<file path="config.mk">
export PLATFORM = sky130hd
export DESIGN_NAME = bin_to_bcd_seq
export DESIGN_NICKNAME = d
export VERILOG_FILES = /design/src/rtl/bin_to_bcd_seq_pkg.sv /design/src/rtl/bin_to_bcd_seq_adj.sv /design/src/rtl/bin_to_bcd_seq.sv
export SDC_FILE = /design/constraint.sdc
export NUM_CORES = 1
export LEC_CHECK = 0
export ABC_AREA = 1
export CORE_AREA = 2 2 69 71
export DETAILED_ROUTE_END_ITERATION = 8
export DIE_AREA = 0 0 71 73
export PLACE_DENSITY = 0.71
export RECOVER_POWER = 50
export REMOVE_ABC_BUFFERS = 1
export SYNTH_ARGS = -nofsm -noshare
export SYNTH_HDL_FRONTEND = slang
export SYNTH_HIERARCHICAL = 1
export SYNTH_SLANG_ARGS = --single-unit
</file>
<file path="constraint.sdc">
create_clock -name clk -period 2 [get_ports clk]
set_input_delay 0.2 -clock clk [delete_from_list [all_inputs] [get_ports clk]]
set_output_delay 0.2 -clock clk [all_outputs]
set_load 0.02 [all_outputs]
</file>
<file path="src/rtl/bin_to_bcd_seq_pkg.sv">
// Shared constants and state encoding for the sequential binary-to-BCD converter.
// Digit width, add-3 threshold/increment and the saturation digit live here so
// the digit adjuster and the controller agree on them.
package bin_to_bcd_seq_pkg;

  localparam int          DIGIT_W    = 4;
  localparam logic [3:0]  ADJ_THRESH = 4'd5;
  localparam logic [3:0]  ADJ_ADD    = 4'd3;
  localparam logic [3:0]  BCD_NINE   = 4'h9;

  typedef enum logic [1:0] {
    IDLE  = 2'd0,
    SHIFT = 2'd1,
    DONE  = 2'd2
  } state_t;

endpackage

</file>
<file path="src/rtl/bin_to_bcd_seq_adj.sv">
// One BCD digit adjust step of double dabble: add 3 when the digit is >= 5.
// Purely combinational, zero latency, no flow control.
// Arithmetic wraps at 4 bits; wrapped values only occur on overflow and are discarded.
module bcd_digit_adj
  import bin_to_bcd_seq_pkg::*;
(
  input  logic [DIGIT_W-1:0] din,
  output logic [DIGIT_W-1:0] dout
);

  // Conditional +3 so the following left shift carries correctly into the next digit
  always_comb begin
    dout = din;
    if (din >= ADJ_THRESH) begin
      dout = din + ADJ_ADD;
    end
  end

endmodule

</file>
<file path="src/rtl/bin_to_bcd_seq.sv">
// Sequential binary-to-BCD converter (shift-and-add-3), one input bit per clock.
// Latency: done pulses in the cycle after edge k+BIN_W for a start accepted at edge k.
// Backpressure: none; start is only sampled in IDLE and ignored while busy.
module bin_to_bcd_seq
  import bin_to_bcd_seq_pkg::*;
#(
  parameter int BIN_W  = 8,
  parameter int DIGITS = 3
) (
  input  logic                      clk,
  input  logic                      rst_n,
  input  logic                      start,
  input  logic [BIN_W-1:0]          bin_in,
  output logic                      busy,
  output logic                      done,
  output logic [DIGIT_W*DIGITS-1:0] bcd_out,
  output logic                      overflow
);

  localparam int SCR_W = DIGIT_W * DIGITS;
  localparam int CNT_W = $clog2(BIN_W + 1);

  state_t             state;
  state_t             state_nxt;
  logic [BIN_W-1:0]   shreg;
  logic [SCR_W-1:0]   scratch;
  logic [SCR_W-1:0]   scratch_adj;
  logic [SCR_W-1:0]   scratch_shift;
  logic [SCR_W-1:0]   nines;
  logic               ovf;
  logic               ovf_shift;
  logic [CNT_W-1:0]   cnt;
  logic               last_shift;

  // Per-digit add-3 correction ahead of every shift
  for (genvar g = 0; g < DIGITS; g++) begin : g_adj
    bcd_digit_adj u_adj (
      .din  (scratch[g*DIGIT_W +: DIGIT_W]),
      .dout (scratch_adj[g*DIGIT_W +: DIGIT_W])
    );
  end

  // Next scratch value after the shift; the bit leaving the top digit marks overflow
  always_comb begin
    scratch_shift = {scratch_adj[SCR_W-2:0], shreg[BIN_W-1]};
    ovf_shift     = ovf | scratch_adj[SCR_W-1];
    last_shift    = (state == SHIFT) && (cnt == CNT_W'(1));
    nines         = {DIGITS{BCD_NINE}};
  end

  // State register
  always_ff @(posedge clk or negedge rst_n) begin
    if (!rst_n) begin
      state <= IDLE;
    end else begin
      state <= state_nxt;
    end
  end

  // Next-state logic: accept start in IDLE, run BIN_W shifts, hold DONE for one cycle
  always_comb begin
    state_nxt = state;
    case (state)
      IDLE:    if (start) state_nxt = SHIFT;
      SHIFT:   if (last_shift) state_nxt = DONE;
      DONE:    state_nxt = IDLE;
      default: state_nxt = IDLE;
    endcase
  end

  // Status outputs decoded from state: busy covers SHIFT and DONE, done is the DONE cycle
  always_comb begin
    busy = (state != IDLE);
    done = (state == DONE);
  end

  // Datapath: load on accepted start, shift each SHIFT cycle, publish saturated result on the last shift
  always_ff @(posedge clk or negedge rst_n) begin
    if (!rst_n) begin
      shreg    <= '0;
      scratch  <= '0;
      ovf      <= 1'b0;
      cnt      <= '0;
      bcd_out  <= '0;
      overflow <= 1'b0;
    end else begin
      case (state)
        IDLE: begin
          if (start) begin
            shreg   <= bin_in;
            scratch <= '0;
            ovf     <= 1'b0;
            cnt     <= CNT_W'(BIN_W);
          end
        end
        SHIFT: begin
          shreg   <= shreg << 1;
          scratch <= scratch_shift;
          ovf     <= ovf_shift;
          cnt     <= cnt - CNT_W'(1);
          if (last_shift) begin
            bcd_out  <= ovf_shift ? nines : scratch_shift;
            overflow <= ovf_shift;
          end
        end
        default: begin
        end
      endcase
    end
  end

endmodule
</file>
==> results of run 1 <==
[sequential cells by signal, indices dropped and copies added (netlist names)]
| register | count |
|---|---|
| state | 2 |
| shreg | 8 |
| cnt | 4 |
| overflow | 1 |
| ovf | 1 |
| bcd_out | 12 |
| scratch | 12 |
[routing by layer]
metal | track usage, % | routed length [microns] | vias up
met1 | 23.9 | 2130 | 834
met3 | 3.87 | 157 | 5
met2 | 30.2 | 2090 | 24
li1 | - | - | 924
met4 | 6.92 | 45 | 0
met5 | 0 | 0 | -
[worst max path at each step]
stage	slack [ns]	endpoint	cells past startpoint
finish	0.13	busy	3
global route	0.03	bcd_out[11]	9
CTS	0.12	busy	3
detailed placement	0.23	bcd_out[3]	9
global placement	0.26	bcd_out[11]	9
floorplan	0.50	bcd_out[0]	9
[layout by cell type (no fill, tap or decap), drive strengths merged]
cell type and n:
nand2 104, dfrtp 40, nand3 34, inv 28
nor2 28, o21ai 20, clkdlybuf4s50 19, clkbuf 12
ha 8, dlygate4sd3 6, buf 4, a21oi 3
nand3b 1, nand4 1
[layout make-up]
cell class                 instances  area [sq um]  area share [%]
clock buffer                       8          90.1            3.53
tap                               54          67.6            2.65
multi-input combinational        199           988            38.8
inverter                          28           105            4.12
sequential                        40          1000            39.3
timing repair buffer              33           298            11.7
[critical path: cells and delay by family, from the launching register on]
kind / cells / cell delay [ns]
simple gates: 1 / 0.10
buf+inv: 2 / 0.66
flops: 1 / 0.62
[what timing repair did]
item,4_1_cts,5_1_grt
resized for setup,0,0
hold buffers,1,0
hold endpoints to repair,16,0
[through the flow]
stage	power [uW]	setup slack, ns	hold WS (ns)	cell area [sq um]	util [%]
after floorplan	2710	0.497	-0.0956	2100	-
after global placement	3340	0.264	0.143	2460	54.3
after detailed placement	3390	0.226	0.144	2460	54.3
after CTS	3950	0.121	0.363	2560	56.6
after global routing	4220	0.0305	0.496	2550	56.2
final	3890	0.132	0.467	2550	56.2
[power groups by stage]
stage	Clock (uW)	Sequential, uW	Combinational, uW
finish	557	1430	1900
global route	598	1480	2140
CTS	567	1430	1950
detailed placement	0	1440	1950
global placement	0	1440	1910
floorplan	0	1500	1200
[kinds of logic after synthesis]
group | after synthesis | synth area share [%]
AO/OA/AOI/OAI | 23 | 6.54
flip-flops | 40 | 46.3
buffers and inverters | 36 | 7.81
AND/OR/NAND/NOR | 168 | 34.8
adder cells (fa/ha/maj) | 8 | 4.63
==> results_dict.tcl, run 1 <==
set metrics [dict create \
    first_iter_violations 93 \
    netlist_instances 275 \
    cts_buffers 5 \
    hold_viol 0 \
    yosysMostFrequentCell "nand2_1" \
    maxSlewViolCount 0 \
    insertion_delay_ns 0.29 \
    io_buffers 25 \
    drive_gt1_share_pct 12.3 \
    cts_root_buffer "clkbuf_8" \
    cp_slowest_cell "dfrtp_1" \
    reg2reg_depth 9 \
    ios 26 \
    final_cell_count_no_fill 362 \
    cts_tree "yes" \
    netSwitchingFraction_pct 44.8 \
    rsz0062_at_grt "false" \
    drtPass1Iterations 4 \
    numPlacedInstances 353 \
    powerDensity_mw_per_mm2 1530 \
    max_stage_delay_ns 0.62 \
    min_period_ns 1.87 \
    antenna_left 0 \
    vias 1787 \
    cp.required_ns 1.80 \
    start_util_pct 47.7 \
    fillCellCount 440 \
    status "finished clean" \
    clock_sinks 40 \
    crit_arrival_ns 1.67 \
    grt_start_max_net_pins 23 \
    antenna_found_initial 0 \
    maxCapViolCount 0 \
    diodes 0 \
    grt_pass1_vias 1620 \
    synth_edf_count 0 \
    rrSetupSlack_ns 0.21 \
    min_to "bcd_out[5]" \
    hpwl_mm 3.20 \
    worstMarginPinSlew_ns 0.946 \
    async_reset_ff_share_pct 100 \
    rr_endpoint "bcd_out[4]" \
    dieHeight_microns 73 \
    nets 326 \
    wl_mm 4.42 \
    synth_top_area_cell "dfrtp_1" \
    start_kind "flip-flop" \
    synthFlopType "dfrtp_1" \
    wire_per_inst_microns 12.2 \
    synth_area_sq_mm 0.00216 \
    leakage_uw 0.00126 \
    synthTopCellsByArea "dfrtp_1 (46%), nand2_1 (17%), nand3_1 (7.6%)" \
    num_rows 25 \
    detail_route.vias_per_cell 4.94 \
    pwr-share-clk_pct 14.3 \
    overflow 0 \
    ys_ff_latch 40 \
    combPwrFrac_pct 48.9 \
    p_sw_uw 1740 \
    cts_max_path_buffers 2 \
    period_share_pct 93.4 \
    grt_pass1_wl_mm 7.35 \
    area_growth_pct 17.9 \
    die_w_microns 71 \
    worstPathCellList "nor2_2, inv_1, clkdlybuf4s50_1" \
    min_from "bcd_out[5]" \
    gp_routability_congestion 0.767 \
    ys_top_cells_by_count "nand2_1 (100), dfrtp_1 (40), nand3_1 (33)" \
    syn_avg_cell_area_sq_um 7.87 \
    worstSetupEndpointType "output pin" \
    grt_usage_pct 18.3 \
    crit_fanout 10 \
    core_sq_mm 0.00454 \
    dieArea_sq_mm 0.00518 \
    r2r-start "scratch[8]" \
    critPathLaunch "state[0]" \
    crit_type "reg2out" \
    clock_skew_ns 0.00634 \
    min_path_type "reg2reg" \
    cts_htree_levels 2 \
    setup_violations 0 \
    clock.fmax_mhz 535 \
    yosysWarnings 6 \
    max-slew-margin-rel_pct 36.9 \
    path_clk_slew_ns 0.07 \
    drc 0 \
    synth.top_cell.area_share_pct 46.3 \
    worst_ir_drop_vdd_v 0.000778 \
    p_int_uw 2150 \
    ys_types 20 \
    tns_ns 0 \
    ys_seq_area_share_pct 46.3 \
    seq_power_share_pct 36.8 \
    cts_setup_buffers 0 \
    holdPathStages 2 \
]
Power figures use the tool's default switching activity.
==> inputs of run 2 (changes only) <==
--- a/config.mk
+++ b/config.mk
@@ -6,7 +6,9 @@
 export NUM_CORES = 1
 export LEC_CHECK = 0
 export ABC_AREA = 1
+export CAP_MARGIN = 20
 export CORE_AREA = 2 2 69 71
+export CTS_CLUSTER_SIZE = 8
 export DETAILED_ROUTE_END_ITERATION = 8
 export DIE_AREA = 0 0 71 73
 export PLACE_DENSITY = 0.71
==> constraint.sdc (replaced) <==
create_clock -name clk -period 2.4 [get_ports clk]
set_input_delay 0.24 -clock clk [delete_from_list [all_inputs] [get_ports clk]]
set_output_delay 0.24 -clock clk [all_outputs]
set_load 0.02 [all_outputs]
==> results_dict.tcl, run 2 (synthesis gave the netlist of run 1 again) <==
set metrics [dict create \
    status "finished with violations" \
    violations "capacitance limit, slew limit" \
    final_common_cell "nand2_1" \
    antenna_left 0 \
    detail_route.vias_per_cell 5.05 \
    maxCapViolCount 1 \
    crit_fanout 10 \
    powerDensity_mw_per_mm2 1270 \
    hold_viol 0 \
    crit_arrival_ns 1.84 \
    min_path_type "reg2reg" \
    io_buffers 25 \
    diodes 0 \
    cts_buffers 5 \
    dieHeight_microns 73 \
    leakage_uw 0.00121 \
    vias 1793 \
    top_layer "met4" \
    drtPass1Iterations 4 \
    r2r-start "state[0]" \
    cts_setup_buffers 0 \
    grt_usage_pct 18.6 \
    total_power_uw 3140 \
    worst_ir_drop_vdd_v 0.000515 \
    start_util_pct 47.7 \
    min_to "bcd_out[6]" \
    holdPathStages 2 \
    wl_mm 4.28 \
    max-slew-margin-rel_pct -39.9 \
    cts.repair.resized 0 \
    cts_root_buffer "clkbuf_8" \
    overflow 0 \
    largestRegisters "bcd_out (12), scratch (12), shreg (8)" \
    insertion_delay_ns 0.29 \
    worstSetupEndpointType "output pin" \
    path_clk_slew_ns 0.08 \
    dieArea_sq_mm 0.00518 \
    clock.fmax_mhz 480 \
    reg2reg_depth 4 \
    first_iter_violations 98 \
    nets 320 \
    worstMarginPinSlew_ns 2.10 \
    maxSlewViolCount 41 \
    gp_routability_congestion 0.832 \
    setup_slack_ns 0.315 \
    worstPathCellList "nor2_2, inv_1, clkdlybuf4s50_1" \
    clock_sinks 40 \
    core_sq_mm 0.00454 \
    period_share_pct 86.9 \
    dp_slack_ns 0.630 \
    start_kind "flip-flop" \
    cts_htree_levels 2 \
    num_rows 25 \
    grt_pass1_wl_mm 7.62 \
    rrSetupSlack_ns 0.34 \
    drive_gt1_share_pct 9.63 \
    min_period_ns 2.08 \
    wl_met3_microns 136 \
    cts_tree "yes" \
    area_growth_pct 14.1 \
    cts_max_path_buffers 2 \
    tns_ns 0 \
    wl_met1_mm 2.02 \
    rr_endpoint "cnt[1]" \
    crit_type "reg2out" \
    die_w_microns 71 \
    cp.required_ns 2.16 \
    drc 0 \
    grt_pass1_vias 1692 \
    min_from "bcd_out[6]" \
    max_stage_delay_ns 0.54 \
    antenna_found_initial 0 \
    setup_violations 0 \
    hold_buffers 0 \
    mostFrequentLayoutCells "nand2_1 (100), dfrtp_1 (40), nand3_1 (34)" \
    ios 26 \
    rsz0062_at_grt "false" \
    cp_slowest_cell "clkdlybuf4s50_1" \
    wire_per_inst_microns 12.1 \
    met2WireLength_mm 2.07 \
    clock_skew_ns 0.00947 \
    grt_start_max_net_pins 41 \
    hpwl_mm 3.06 \
]
==> run 2: changes by cell type in the layout (fill, tap and decap cells not counted), sizes merged <==
cell,previous run,this run
clkinv,0,1
clkdlybuf4s50,19,24
dlygate4sd3,6,0
buf,4,1
clkbuf,12,8
==> run 2: cell type report <==
class / count / area [sq um]
Clock buffer: 6 / 72.6
Clock inverter: 1 / 5.00
Fill cell: 442 / 2070
Inverter: 28 / 105
Multi-Input combinational cell: 199 / 962
Sequential cell: 40 / 1000
Tap cell: 54 / 67.6
Timing Repair Buffer: 27 / 255
==> run 2: worst max path at each step <==
stage / startpoint / endpoint / slack [ns] / cells after the start
final: state[0] / busy / 0.32 / 3
after global routing: start / cnt[1] / 0.12 / 5
after CTS: state[0] / busy / 0.30 / 3
after detailed placement: state[0] / busy / 0.63 / 3
after global placement: state[0] / busy / 0.63 / 3
after floorplan: scratch[8] / bcd_out[0] / 0.90 / 9
==> run 2: critical path: cells and delay by family (launching register included) <==
kind	cells	cell delay (ns)
buf+inv	2	0.62
flops	1	0.53
simple gates	1	0.40
==> run 2: where the power goes <==
part | total (uW) | switching, uW | internal, uW
combinational | 1530 | 949 | 583
clock | 419 | 221 | 198
sequential | 1190 | 236 | 950
total | 3140 | 1410 | 1730
==> run 2: layer usage <==
metal | vias up | track usage, %
met5 | - | 0
met4 | 0 | 5.66
met3 | 6 | 3.73
met2 | 27 | 30.9
met1 | 849 | 24.6
li1 | 911 | -
==> run 2: through the flow <==
step	area, sq um	hold WS (ns)	utilization (%)	cells
floorplan	2100	-0.0556	-	267
global placement	2430	0.416	53.5	348
detailed placement	2430	0.414	53.5	348
CTS	2500	0.105	55.2	355
global route	2470	0.508	54.4	355
finish	2470	0.472	54.4	355
